## src/rtl/pipe_hazard_ctrl.sv

```systemverilog
// pipe_hazard_ctrl: pipeline hazard controller.
// Resolves load-use bubbles, LSU back-pressure, branch and exception flushes,
// and emits a one-cycle registered fetch redirect.
// Optional feature: define PIPE_PERF_CNT_EN to add stall/flush counters.

`ifndef DATA_WIDTH
`define DATA_WIDTH 32
`endif

module pipe_hazard_ctrl (
    input  logic                   clk,
    input  logic                   rst_n,
    input  logic                   id_valid,
    input  logic                   load_flag_rs1,
    input  logic                   load_flag_rs2,
    input  logic                   lsu_req_valid,
    input  logic                   lsu_req_ready,
    input  logic                   lsu_req_load,
    input  logic                   lsu_resp_valid,
    input  logic                   ex_br_taken,
    input  logic [`DATA_WIDTH-1:0] ex_br_target,
    input  logic                   wb_excp,
    input  logic [`DATA_WIDTH-1:0] wb_excp_pc,
    output logic                   pc_stall,
    output logic                   if_id_stall,
    output logic                   id_ex_stall,
    output logic                   ex_mem_stall,
    output logic                   id_ex_bubble,
    output logic                   mem_wb_bubble,
    output logic                   if_id_flush,
    output logic                   id_ex_flush,
    output logic                   ex_mem_flush,
    output logic                   redirect_en,
    output logic [`DATA_WIDTH-1:0] redirect_pc
`ifdef PIPE_PERF_CNT_EN
    ,
    output logic [31:0]            perf_stall_cnt,
    output logic [31:0]            perf_flush_cnt
`endif
);

    localparam logic [1:0] StRun     = 2'd0;
    localparam logic [1:0] StLoadUse = 2'd1;
    localparam logic [1:0] StMemWait = 2'd2;
    localparam logic [1:0] StDrain   = 2'd3;

    logic [1:0]             state_q, state_d;
    logic                   redir_q, redir_d;
    logic [`DATA_WIDTH-1:0] redir_pc_q, redir_pc_d;
    logic                   lsu_hold;
    logic                   load_acc;
    logic                   load_use;

    assign lsu_hold = lsu_req_valid & ~lsu_req_ready;
    // A load whose data arrives in the accept cycle never needs to wait.
    assign load_acc = lsu_req_valid & lsu_req_ready & lsu_req_load & ~lsu_resp_valid;
    assign load_use = id_valid & (load_flag_rs1 | load_flag_rs2);

    // Next-state and stall/flush decode, priority: exception > LSU > branch > load-use.
    always_comb begin
        state_d       = state_q;
        redir_d       = 1'b0;
        redir_pc_d    = redir_pc_q;
        pc_stall      = 1'b0;
        if_id_stall   = 1'b0;
        id_ex_stall   = 1'b0;
        ex_mem_stall  = 1'b0;
        id_ex_bubble  = 1'b0;
        mem_wb_bubble = 1'b0;
        if_id_flush   = 1'b0;
        id_ex_flush   = 1'b0;
        ex_mem_flush  = 1'b0;

        case (state_q)
            StDrain: begin
                // Flushed load still in flight: swallow its response, ignore exceptions.
                if_id_flush   = 1'b1;
                id_ex_flush   = 1'b1;
                ex_mem_flush  = 1'b1;
                mem_wb_bubble = 1'b1;
                if (lsu_resp_valid) state_d = StRun;
            end
            StMemWait: begin
                if (wb_excp) begin
                    if_id_flush   = 1'b1;
                    id_ex_flush   = 1'b1;
                    ex_mem_flush  = 1'b1;
                    mem_wb_bubble = 1'b1;
                    redir_d       = 1'b1;
                    redir_pc_d    = wb_excp_pc;
                    // Response arriving with the exception is discarded right here.
                    state_d       = lsu_resp_valid ? StRun : StDrain;
                end else begin
                    pc_stall      = 1'b1;
                    if_id_stall   = 1'b1;
                    id_ex_stall   = 1'b1;
                    ex_mem_stall  = 1'b1;
                    mem_wb_bubble = 1'b1;
                    if (lsu_resp_valid) state_d = StRun;
                end
            end
            default: begin
                // StRun and StLoadUse; StLoadUse always falls back to StRun.
                state_d = StRun;
                if (wb_excp) begin
                    if_id_flush  = 1'b1;
                    id_ex_flush  = 1'b1;
                    ex_mem_flush = 1'b1;
                    redir_d      = 1'b1;
                    redir_pc_d   = wb_excp_pc;
                end else if (lsu_hold) begin
                    // EX is frozen: any branch is not acted on and not remembered.
                    pc_stall      = 1'b1;
                    if_id_stall   = 1'b1;
                    id_ex_stall   = 1'b1;
                    ex_mem_stall  = 1'b1;
                    mem_wb_bubble = 1'b1;
                end else begin
                    if (ex_br_taken) begin
                        if_id_flush = 1'b1;
                        id_ex_flush = 1'b1;
                        redir_d     = 1'b1;
                        redir_pc_d  = ex_br_target;
                    end else if (load_use && (state_q == StRun)) begin
                        pc_stall     = 1'b1;
                        if_id_stall  = 1'b1;
                        id_ex_bubble = 1'b1;
                        state_d      = StLoadUse;
                    end
                    if (load_acc) state_d = StMemWait;
                end
            end
        endcase

        // The wrong-path fetch arriving alongside the redirect is also dropped.
        if (redir_q) if_id_flush = 1'b1;
    end

    // State and redirect registers.
    always_ff @(posedge clk or negedge rst_n) begin
        if (!rst_n) begin
            state_q    <= StRun;
            redir_q    <= 1'b0;
            redir_pc_q <= '0;
        end else begin
            state_q    <= state_d;
            redir_q    <= redir_d;
            redir_pc_q <= redir_pc_d;
        end
    end

    assign redirect_en = redir_q;
    assign redirect_pc = redir_pc_q;

`ifdef PIPE_PERF_CNT_EN
    logic [31:0] perf_stall_cnt_q;
    logic [31:0] perf_flush_cnt_q;

    // Free-running wrap-around event counters.
    always_ff @(posedge clk or negedge rst_n) begin
        if (!rst_n) begin
            perf_stall_cnt_q <= '0;
            perf_flush_cnt_q <= '0;
        end else begin
            if (pc_stall) perf_stall_cnt_q <= perf_stall_cnt_q + 32'd1;
            if (redir_q)  perf_flush_cnt_q <= perf_flush_cnt_q + 32'd1;
        end
    end

    assign perf_stall_cnt = perf_stall_cnt_q;
    assign perf_flush_cnt = perf_flush_cnt_q;
`endif

endmodule
```

## config.mk

```make
export PLATFORM = sky130hd
export DESIGN_NAME = pipe_hazard_ctrl
export DESIGN_NICKNAME = d
export VERILOG_FILES = /design/src/rtl/pipe_hazard_ctrl.sv
export SDC_FILE = /design/constraint.sdc
export NUM_CORES = 1
export LEC_CHECK = 0
export CAP_MARGIN = 20
export CORE_MARGIN = 2
export CORE_UTILIZATION = 40
export DETAILED_ROUTE_END_ITERATION = 8
export PLACE_DENSITY = 0.89
export SETUP_SLACK_MARGIN = 0.2
export SLEW_MARGIN = 25
export SYNTH_ARGS = -nofsm -noshare
export SYNTH_HDL_FRONTEND = slang
export SYNTH_SLANG_ARGS = --single-unit
```

## constraint.sdc

```tcl
create_clock -name clk -period 3.9 [get_ports clk]
set_input_delay 0.78 -clock clk [delete_from_list [all_inputs] [get_ports clk]]
set_output_delay 0.78 -clock clk [all_outputs]
set_load 0.01 [all_outputs]
```

==> flow_metrics.py <==
metrics = {
    "clock_network": {
        "h-tree-depth": 2,
        "post_cts_resized": 0,
        "cts-root-buf": "sky130_fd_sc_hd__clkbuf_8",
        "clk_latency_ns": 0.28,
        "cts.clk_slew.worst_paths_ns": 0.06,
        "post-cts-setup-buffer-count": 0,
        "max-clock-path-buffers": 2,
        "cts_tree": "yes",
        "holdBufCountCts": 0,
        "cts_buffers": 5,
        "clkSinkCount": 35,
    },
    "pwr": {
        "clockPowerShare_pct": 26.3,
        "power.share.combinational_pct": 33.3,
        "power_switching_share_pct": 24.1,
        "seq_power_share_pct": 40.4,
        "cellPowerDensity_mw_per_mm2": 334,
        "cell_internal_pwr_w": 0.000817,
        "p_leak_nw": 1.37,
        "p_sw_w": 0.000259,
        "max-vdd-ir-drop_uv": 197,
    },
    "sta": {
        "min_period_over_period_pct": 85.1,
        "worstMarginPinSlew_ns": 0.763,
        "finalSetupViolCount": 0,
        "finalMaxSlewViolations": 0,
        "setup_skew_ns": 0.00371,
        "timing.slew.headroom_pct": 49.1,
        "setup_slack_ns": 0.583,
        "setup_total_negative_slack_ns": 0,
        "fmaxAchievable_mhz": 301,
        "final-hold-violation-count": 0,
        "unrepaired_setup_endpoints_after_global_routing": "no",
        "timing.final.crit_period_ns": 3.32,
    },
    "die": {
        "placementRows": 25,
        "die-area_mm2": 0.00545,
        "floorplan.io_pins": 117,
        "initial_utilization_pct": 41.3,
        "placeableCoreArea_mm2": 0.00472,
        "fp.dieW_um": 73.8,
        "die_height_um": 73.8,
    },
    "placed_design": {
        "globalplace.congestion": 0.727,
        "io_buffer_count": 116,
        "hpwl_um": 3380,
        "placement.setup.worst_slack_ns": 0.586,
    },
    "synth": {
        "ys_ff_latch": 35,
        "syn-cell-area_mm2": 0.00195,
        "synth-warning-count": 0,
        "synth_fp_nets": 211,
        "syn_avg_cell_area_um2": 14.3,
        "netlist-cell-type-count": 22,
        "syn_inst": 136,
        "yosysSeqAreaShare_pct": 44.9,
    },
    "routing": {
        "dr.pass1.iters": 2,
        "drt_iter0_drcs": 42,
        "avgViaCountPerCell": 4.63,
        "drt_drc_violations_left": 0,
        "avgRoutedWirePerCell_um": 13.6,
        "antenna_left": 0,
        "wirelength_um": 4330,
        "num_vias": 1477,
    },
    "run_status": {
        "outcome": "finished, final reports clean",
    },
    "layout": {
        "number_of_nets_in_the_layout": 326,
        "num_antenna_cells": 0,
        "post_route_cells_drive_above_1_share_pct": 30.6,
        "filler_cell_count": 358,
        "flow.area_growth_from_synthesis_pct": 65.3,
    },
    "min_path": {
        "min-delay-path-class": "register to register",
    },
    "critical_path": {
        "critical_path_required_ns": 3.12,
        "worst_setup_path_end_kind": "primary output",
        "worstPathMaxFanout": 4,
        "critical_path.startpoint_type": "input pin",
        "setup.worst_path.class": "input pin to primary output",
        "worstPathArrival_ns": 2.54,
    },
    "grt": {
        "vias_in_the_first_global_route": 1492,
        "grt_start_max_net_pins": 36,
        "grt_pass1_wl_um": 6700,
        "grtUsageTotal_pct": 16.5,
        "overflow": 0,
        "antenna_violations_before_repair": 0,
    },
    "flow_run": {
        "max_cap_violations": 0,
    },
}
-- power groups by stage --
stage	registers [W]	logic [W]	clock network (W)
after floorplan	0.000465	0.000136	0
after global placement	0.000439	0.000356	0
after detailed placement	0.000442	0.000364	0
after CTS	0.000435	0.000365	0.000293
after global routing	0.000441	0.000383	0.000307
final	0.000434	0.000359	0.000283
-- sequential cells by signal, indices dropped and copies added (netlist names) --
name / cells
redirect_pc: 32
state_q: 2
redirect_en: 1
-- path summary, 6_finish.rpt --
check	from	end	slack, ns	cells past startpoint
setup / recovery	lsu_req_valid	id_ex_flush	0.58	5
hold / removal	redirect_pc[1]$_DFFE_PN0P_	redirect_pc[1]$_DFFE_PN0P_	0.50	1
setup reg to reg	state_q[1]$_DFF_PN0_	redirect_pc[18]$_DFFE_PN0P_	2.04	4
hold reg to reg	redirect_pc[1]$_DFFE_PN0P_	redirect_pc[1]$_DFFE_PN0P_	0.50	1
max in group asynchronous	rst_n	redirect_pc[25]$_DFFE_PN0P_	2.84	1
min in group asynchronous	rst_n	redirect_pc[10]$_DFFE_PN0P_	0.57	1
-- cell usage after synthesis (all sizes together) --
master / number / share of area [%]
nor2: 1 / 0.19
or3: 1 / 0.32
nand2b: 1 / 0.32
nand4: 1 / 0.32
a21oi: 4 / 1.0
and2: 1 / 0.45
nor4b: 1 / 0.45
a21o: 2 / 0.77
dfrtp: 35 / 45
nor3: 2 / 0.51
o211ai: 1 / 0.39
inv: 5 / 0.96
mux2: 64 / 43
a31o: 1 / 0.45
buf: 9 / 4.2
or2: 1 / 0.32
nor2b: 1 / 0.32
o21ai: 2 / 0.71
nand2: 3 / 0.58
-- cells in the final DEF (no fill, tap or decap), types with 2 or more instances in the layout --
cell	synthesis	routed
sky130_fd_sc_hd__clkdlybuf4s50_1	0	115
sky130_fd_sc_hd__dfrtp_1	35	35
sky130_fd_sc_hd__mux2_2	34	34
sky130_fd_sc_hd__mux2_4	30	30
sky130_fd_sc_hd__clkbuf_8	0	7
sky130_fd_sc_hd__inv_1	5	5
sky130_fd_sc_hd__a21oi_1	4	4
sky130_fd_sc_hd__nand2_1	3	3
sky130_fd_sc_hd__nor3_1	2	2
sky130_fd_sc_hd__a21o_1	2	2
-- layer usage --
| metal | global-route usage, % | wire (um) | vias to the layer above |
|---|---|---|---|
| li1 | - | - | 715 |
| met4 | 6.26 | 70 | 0 |
| met2 | 31.5 | 2360 | 61 |
| met3 | 5.08 | 346 | 9 |
| met1 | 16.3 | 1550 | 692 |
| met5 | 0 | 0 | - |
-- cell type report --
cell class / count / area [um^2] / area share [%]
repair buffers: 117 / 1160 / 36.1
multi-input cells: 87 / 980 / 30.4
flip-flops and latches: 35 / 876 / 27.2
clock buffers: 8 / 100 / 3.11
well taps: 67 / 83.8 / 2.60
inverters: 5 / 18.8 / 0.583
-- worst max-delay path, stage by stage --
cell and delay (ns):
sky130_fd_sc_hd__clkdlybuf4s50_1 0.43, sky130_fd_sc_hd__nor2b_1 0.18, sky130_fd_sc_hd__nor3_1 0.42, sky130_fd_sc_hd__or2_2 0.20
sky130_fd_sc_hd__clkdlybuf4s50_1 0.52
-- kinds of logic after synthesis --
| logic type | Yosys count | share of synthesized area, % |
|---|---|---|
| buffers and inverters | 14 | 5.20 |
| muxes | 64 | 42.7 |
| and+or+nand+nor | 13 | 3.79 |
| AOI/OAI and AO/OA | 10 | 3.34 |
| DFF | 35 | 44.9 |
-- per-stage QoR --
step | area [um^2] | hold WS (ns) | power (W) | utilization, % | instances
after global placement | 3120 | 0.486 | 0.000795 | 66.1 | 311
final | 3220 | 0.502 | 0.00108 | 68.2 | 319
after global routing | 3220 | 0.512 | 0.00113 | 68.2 | 319
after floorplan | 1950 | 0.484 | 0.000601 | - | 136
after detailed placement | 3120 | 0.492 | 0.000806 | 66.1 | 311
after CTS | 3220 | 0.508 | 0.00109 | 68.2 | 319
No activity file was read; power rests on OpenSTA's default activity.
